### config.mk
export PLATFORM = sky130hd
export DESIGN_NAME = mod_addsub_serial
export DESIGN_NICKNAME = d
export VERILOG_FILES = /design/src/rtl/mod_arith_pkg.sv /design/src/rtl/limb_addsub.sv /design/src/rtl/mod_addsub_serial.sv
export SDC_FILE = /design/constraint.sdc
export NUM_CORES = 2
export LEC_CHECK = 0
export ABC_AREA = 1
export BUFFER_PORTS_ARGS = -buffer_cell sky130_fd_sc_hd__buf_2
export CAP_MARGIN = 20
export CORE_MARGIN = 1.5
export CORE_UTILIZATION = 60
export CTS_CLUSTER_DIAMETER = 150
export CTS_CLUSTER_SIZE = 25
export DETAILED_ROUTE_END_ITERATION = 8
export PLACE_DENSITY = 0.81
export SYNTH_ARGS = -nofsm -noshare
export SYNTH_HDL_FRONTEND = slang
export SYNTH_SLANG_ARGS = --single-unit
### constraint.sdc
create_clock -name clk -period 9 [get_ports clk]
set_clock_uncertainty 0.05 [all_clocks]
set_input_delay 1.35 -clock clk [delete_from_list [all_inputs] [get_ports clk]]
set_output_delay 1.35 -clock clk [all_outputs]
set_load 0.05 [all_outputs]
### src/rtl/mod_arith_pkg.sv
// Shared types and helpers for the limb-serial modular arithmetic blocks.
package mod_arith_pkg;

  typedef enum logic [1:0] {
    IDLE = 2'd0,
    RUN  = 2'd1,
    DONE = 2'd2
  } state_e;

  // Wide enough for up to 256 limbs per operand.
  localparam int unsigned IDX_W = 8;

  function automatic int unsigned calc_nl(input int unsigned width, input int unsigned limb);
    return width / limb;
  endfunction

endpackage

### src/rtl/limb_addsub.sv
// Combinational W-bit add or subtract with carry/borrow in and out; zero latency, no flow control.
// In subtract mode c_o is the borrow out.
module limb_addsub #(
  parameter int unsigned W = 32
) (
  input  logic [W-1:0] x_i,
  input  logic [W-1:0] y_i,
  input  logic         sub_i,
  input  logic         c_i,
  output logic [W-1:0] s_o,
  output logic         c_o
);

  logic [W:0] res;

  // The extra top bit is the carry for add and the borrow for subtract.
  always_comb begin
    res = '0;
    if (sub_i) res = {1'b0, x_i} - {1'b0, y_i} - {{W{1'b0}}, c_i};
    else       res = {1'b0, x_i} + {1'b0, y_i} + {{W{1'b0}}, c_i};
  end

  assign s_o = res[W-1:0];
  assign c_o = res[W];

endmodule

### src/rtl/mod_addsub_serial.sv
// Limb-serial (a +/- b) mod P: one limb per cycle, result held in DONE until out_ready,
// giving one operation per NL+2 cycles; operands are only taken in IDLE.
module mod_addsub_serial
  import mod_arith_pkg::*;
#(
  parameter int unsigned      WIDTH = 128,
  parameter int unsigned      LIMB  = 32,
  parameter logic [WIDTH-1:0] P     = 128'd37
) (
  input  logic             clk,
  input  logic             reset,
  input  logic             in_valid,
  output logic             in_ready,
  input  logic [WIDTH-1:0] a,
  input  logic [WIDTH-1:0] b,
  input  logic             sub,
  output logic             out_valid,
  input  logic             out_ready,
  output logic [WIDTH-1:0] r,
  output logic             range_err
);

  localparam int unsigned      NL       = calc_nl(WIDTH, LIMB);
  localparam logic [IDX_W-1:0] LAST_IDX = IDX_W'(NL - 1);

  state_e           state_q;
  logic [IDX_W-1:0] idx_q;
  logic             c1_q, c2_q, sub_q, err_q, range_err_q;
  logic [WIDTH-1:0] a_q, b_q, s_q, t_q, r_q;

  logic [LIMB-1:0]  a_k, b_k, p_k, s_k, t_k;
  logic             c1_d, c2_d, take_t;
  logic [WIDTH-1:0] s_d, t_d;

  assign a_k = a_q[idx_q*LIMB +: LIMB];
  assign b_k = b_q[idx_q*LIMB +: LIMB];
  assign p_k = P[idx_q*LIMB +: LIMB];

  limb_addsub #(.W(LIMB)) u_path1 (
    .x_i  (a_k),
    .y_i  (b_k),
    .sub_i(sub_q),
    .c_i  (c1_q),
    .s_o  (s_k),
    .c_o  (c1_d)
  );

  // Path 2 corrects path 1 by P in the opposite direction.
  limb_addsub #(.W(LIMB)) u_path2 (
    .x_i  (s_k),
    .y_i  (p_k),
    .sub_i(~sub_q),
    .c_i  (c2_q),
    .s_o  (t_k),
    .c_o  (c2_d)
  );

  always_comb begin
    s_d = s_q;
    t_d = t_q;
    s_d[idx_q*LIMB +: LIMB] = s_k;
    t_d[idx_q*LIMB +: LIMB] = t_k;
    // Add: sum overflowed or sum >= P. Sub: a < b, so P must be added back.
    take_t = sub_q ? c1_d : (c1_d | ~c2_d);
  end

  always_ff @(posedge clk) begin
    if (reset) begin
      state_q     <= IDLE;
      idx_q       <= '0;
      c1_q        <= 1'b0;
      c2_q        <= 1'b0;
      sub_q       <= 1'b0;
      err_q       <= 1'b0;
      range_err_q <= 1'b0;
      a_q         <= '0;
      b_q         <= '0;
      s_q         <= '0;
      t_q         <= '0;
      r_q         <= '0;
    end else begin
      case (state_q)
        IDLE: begin
          if (in_valid) begin
            a_q     <= a;
            b_q     <= b;
            sub_q   <= sub;
            err_q   <= (a >= P) || (b >= P);
            idx_q   <= '0;
            c1_q    <= 1'b0;
            c2_q    <= 1'b0;
            state_q <= RUN;
          end
        end
        RUN: begin
          s_q   <= s_d;
          t_q   <= t_d;
          c1_q  <= c1_d;
          c2_q  <= c2_d;
          idx_q <= idx_q + 1'b1;
          if (idx_q == LAST_IDX) begin
            r_q         <= take_t ? t_d : s_d;
            range_err_q <= err_q;
            state_q     <= DONE;
          end
        end
        DONE: begin
          if (out_ready) state_q <= IDLE;
        end
        default: state_q <= IDLE;
      endcase
    end
  end

  assign in_ready  = (state_q == IDLE);
  assign out_valid = (state_q == DONE);
  assign r         = r_q;
  assign range_err = range_err_q;

endmodule
Yosys cells after proc, flatten, opt, wreduce, memory -nomap -nowiden
Index checks and enable logic that the tools add are counted.
{"block": "word_totals", "ff_bits": 655, "inputBits": 261, "output_inout_bits": 131, "elab_cells": 60}
{"block": "op_classes", "addsub": 10, "magnitude_cmp": 2, "eq_ne": 6, "n_shift": 6, "mux": 15, "bitwise": 2, "reduce_logical": 7}
{"op": "$bwmux W128", "n": 2}
{"op": "$ge A128 B6 Y1 const B", "n": 2}
{"op": "$shiftx A128 B14 Y32", "n": 2}
{"op": "$shiftx A32 B34 Y128", "n": 2}
{"op": "$mux W128", "n": 1}
{"op": "$shift A32 B34 Y128 const A", "n": 1}
{"op": "$shiftx A128 B14 Y32 const A", "n": 1}
{"op": "$add A32 B32 Y33", "n": 2}
{"op": "$add A33 B1 Y33", "n": 2}
{"op": "$mux W33", "n": 2}
{"op": "$sub A32 B32 Y33", "n": 2}
{"op": "$sub A33 B1 Y33", "n": 2}
{"op": "$neg A13 Y34", "n": 1}
{"op": "$pmux W8 S2", "n": 1}
{"op": "$add A8 B1 Y8 const B", "n": 1}
{"op": "$eq A8 B2 Y1 const B", "n": 1}
{"op": "$mux W8", "n": 1}
{"op": "$mux W2", "n": 3}
{"op": "$pmux W2 S3", "n": 1}
{"op": "$reduce_and A2 Y1", "n": 3}
{"op": "$ne A2 B2 Y1 const B", "n": 2}
{"op": "$pmux W1 S2", "n": 2}
{"op": "$reduce_and A3 Y1", "n": 1}
{"op": "$eq A2 B1 Y1 const B", "n": 1}
{"op": "8 further kinds", "n": 9}

Logic depth before layout (Yosys ltp)
{"block": "logic_depth", "word_depth": 11, "mapped_depth": 41, "ltp_nobuf": 36}

By module
From an unflattened synthesis, not the netlist that was laid out.
{"block": "hier_totals", "cells_unflattened": 7698, "area_unflattened_um2": 45642.5}
{"module": "mod_addsub_serial", "instances": 1, "cells_each": 5344, "area_each_um2": 34005.1, "seq_area_each_um2": 13112.6}
{"module": "limb_addsub (u_path2)", "instances": 1, "cells_each": 1177, "area_each_um2": 5839.4, "seq_area_each_um2": 0.0}
{"module": "limb_addsub (u_path1)", "instances": 1, "cells_each": 1177, "area_each_um2": 5798.1, "seq_area_each_um2": 0.0}

Worst setup path before layout
Ideal clock, no wire load.
{"block": "synth_timing", "path_kind": "register to register", "start": "register idx_q[0]", "end": "register r_q[119] (netlist: r[119])", "setup_ns": 0.143, "arrival_ns": 5.201, "slack_ns": 3.606, "path_stages_with_launch": 36, "path_buffers": 3, "path_cell_list": "dfxtp_1 clkbuf_1 clkbuf_1 buf_1 nand3_1 a221oi_1 fa_1 inv_1 fa_1 inv_1 o21ai_0 xor2_1 inv_1 ha_1 inv_1 nand3_1 nand2_1 inv_1 nor2_1 nand2_1 nand3_1 nand2_1 nor2_1 nand3_1 nor2_1 nand3_1 nor2_2 inv_1 nand3_1 nand2_1 nand2_1 nand2_1 o21ai_0 nand2_1 nand2_1 a21oi_2"}
{"block": "synth_via", "elab_chain_cells": 11, "word_cells_on_any_way": 25}
{"item": "start, declared", "line": "mod_addsub_serial.sv:27", "source": "logic [IDX_W-1:0] idx_q;"}
{"item": "start signal, assigned", "line": "mod_addsub_serial.sv:100", "source": "idx_q <= idx_q + 1'b1;"}
{"item": "parallel branches: the longest is 11 deep, another holds $add A32 B32 Y33"}
{"item": "end signal, assigned", "line": "mod_addsub_serial.sv:102", "source": "r_q <= take_t ? t_d : s_d;"}
{"item": "end, declared", "line": "mod_addsub_serial.sv:29", "source": "logic [WIDTH-1:0] a_q, b_q, s_q, t_q, r_q;"}
Parallel ways; which one is timed is not known.
A chain may end at the register's enable or synchronous reset.

Worst setup path after layout
{"block": "layout_timing", "start": "register idx_q[0]", "end": "register r_q[105] (netlist: r[105])"}
The elaborated chain is that of the path after synthesis.

==> metrics.cfg <==
[routing]
drc = 0
drt_iter0_drc = 6797
avgRoutedWirePerCell_um = 22.1
wirelength_um = 148000
avgViaCountPerCell = 6.22
firstDrtPassIters = 7
vias = 41700
ant_nets = 0

[layout]
final_cell_area_um2 = 40100
nets = 6276
drive_above_1_share_pct = 9.75
syn2layout_area_growth_pct = 7.63
final_util_pct = 65.2
most-common-layout-cells = 1314 x nand2_1, 714 x o21ai_0, 652 x dfxtp_1
fillers = 5808
stdcell_count = 6706
layout_commonest_cell = nand2_1

[clock_network]
cts_resized = 0
cts.sinks = 655
cts_tree = done
clk_pin_slew_ns = 0.11
cts_setup_buffers = 0
clk_latency_ns = 0.69
cts_buffers = 30
postCtsHoldBufs = 0
cts_root_buf = clkbuf_16
ctsLongestPathBuffers = 3
htree_num_levels = 1

[pwr]
seq_power_share_pct = 39.0
power.total_mw = 8.31
irDropWorstVdd_uv = 155
p_int_mw = 4.68
power.switching_mw = 3.63
leakagePower_nw = 18.4
combPwrFrac_pct = 41.6
swShare_pct = 43.7
pwr_density_cell_nw_per_um2 = 207
clkPwrFrac_pct = 19.4

[flow_run]
maxCapViolations = 0

[critical_path]
path_class = reg2reg
r2r-start = idx_q[0]
crit_path_start_kind = flop
arrival_ns = 8.36
endpoint_kind = flop
required_ns = 9.51
cp_max_fo = 78
crit_start = idx_q[0]

[sta]
fin_setup_tns_ns = 0
report.final.slew_viol_count = 0
maxSlewHeadroom_pct = 20.8
layout_min_cycle_time_ns = 7.85
setup_ws_ns = 1.15
finalCritPeriodShare_pct = 87.3
tightest_slew_ns = 1.19
grt_setup_unrepaired = false
timing.fmax_mhz = 127
finalHoldViolCount = 0
setup_viol = 0
holdWs_ns = 0.413

[yosys]
synth.yosys.seq_area_share_pct = 35.2
ys_ff_latch = 655
yosys_warnings = 0
synth_top_area_share_pct = 35.2
synth_fp_nets = 6181
synth_area_leaders = dfxtp_1 35%, nand2_1 13%, o21ai_0 9.6%
yosysUniqueCellTypes = 53
synth_cells = 5811
syn_avg_cell_area_um2 = 6.41
yosysTopAreaCell = dfxtp_1
syn-cell-area_um2 = 37300

[floorplanning]
rows = 91
core_area_um2 = 61500
pin_count = 392
fp.dieH_um = 252
die_x_um = 252
die_area_um2 = 63600
start_util_pct = 60.6

[global_route]
antenna_found_initial = 14
grt_pass1_wl_um = 220000
grt_overflow = 0
track_usage_pct = 44.8
grt_max_degree = 296
grt_pass1_vias = 36600

[hold_path]
holdCritStartpoint = r[11]
hold_class = reg2reg

[placement]
placed_cell_area_um2 = 39200
numPortBuffers = 391
dp_slack_ns = 1.48
dp.cells = 6662
dpl.hpwl_um = 109000
gp_congestion = 1.03

[outcome]
status = finished clean

[synthesized netlist by cell type, drive strengths merged]
cell     number
nor3         33
ha          102
a221oi       31
nand3b       12
nor3b         1
a2111oi       1
o21bai       16
nor4         60
o21ai       738
dfxtp       655
clkinv        3
inv         563
xnor2         3
o31ai         3
or2          30
o21a          1
nor2        598
nand4        69
xor2         12
o32ai         1
o22ai         2
mux2i         9
nand3       475
a21oi       570
nand2      1329
o211ai       90
a211oi        4
o2111ai       1
buf          88
and2          1
o211a         2
a21boi        1
fa            7
clkbuf      294
o41ai         2
a31oi         3
o221ai        1
[state kept, by name (all words and copies together), names as in the netlist]
register,count
sub_q,1
idx_q,8
range_err,1
r,128
err_q,1
s_q,128
c1_q,1
c2_q,1
a_q,128
t_q,128
b_q,128
state_q,2
[critical path, cell delays in order, from the launching register on]
cell and delay [ns]:
dfxtp_4 0.74, buf_4 0.80, nand3_1 0.19, a221oi_1 0.90, ha_1 0.45, ha_1 0.39, nand2_1 0.12, nor2_1 0.16
nand4_1 0.13, a21boi_0 0.19, o21ai_0 0.09, nand2_1 0.24, inv_1 0.07, ha_1 0.37, nor2_1 0.22, inv_1 0.06
a21oi_1 0.19, o21ai_1 0.12, inv_1 0.13, nand3_2 0.12, nor3_2 0.13, nand3b_1 0.14, nand2_4 0.10, clkinv_2 0.65
buf_4 0.54, nand2_1 0.10, nand3_1 0.08, a21oi_1 0.15
[area by class of cell]
cell class,instances,area [um^2],area share (%)
inverter,566,2150,5.36
tap,790,988,2.47
sequential,655,13100,32.7
timing repair buffer,445,2470,6.16
clock buffer,31,754,1.88
multi-input combinational,4208,20500,51.2
antenna,8,20.0,0.0499
clock inverter,3,76.3,0.190
[final timing paths]
kind / endpoint / slack (ns) / cells after the start
max reg2reg: r[105] / 1.15 / 27
min reg2reg: r[11] / 0.41 / 2
max: r[105] / 1.15 / 27
min: r[11] / 0.41 / 2
[logic make-up (layout without fill, tap and decap cells)]
family | Yosys count | in the layout | share of synthesized area (%)
xor+xnor | 15 | 15 | 0.353
other cells | 0 | 8 | 0
compound gates | 1467 | 1467 | 21.0
flops | 655 | 655 | 35.2
simple gates | 2608 | 2608 | 29.5
mux | 9 | 9 | 0.242
fa+ha+maj | 109 | 109 | 3.80
buf+inv | 948 | 1045 | 9.85
[power by group through the flow]
stage          clock network, mW  registers (mW)  logic, mW
2_1_floorplan                  0            3.24       2.18
3_3_place_gp                   0            3.29       3.29
3_5_place_dp                   0            3.30       3.30
4_1_cts                     1.59            3.23       3.32
5_1_grt                     1.69            3.26       3.71
6_report                    1.61            3.24       3.45
[layer usage]
layer / track usage (%) / share of wire [%] / vias up
li1: - / - / 19300
met1: 62.1 / 40 / 19200
met2: 66.6 / 42 / 2746
met3: 10.6 / 13 / 418
met4: 19.1 / 5.0 / 10
met5: 0 / 0.049 / -
(Power assumes the default switching activity.)
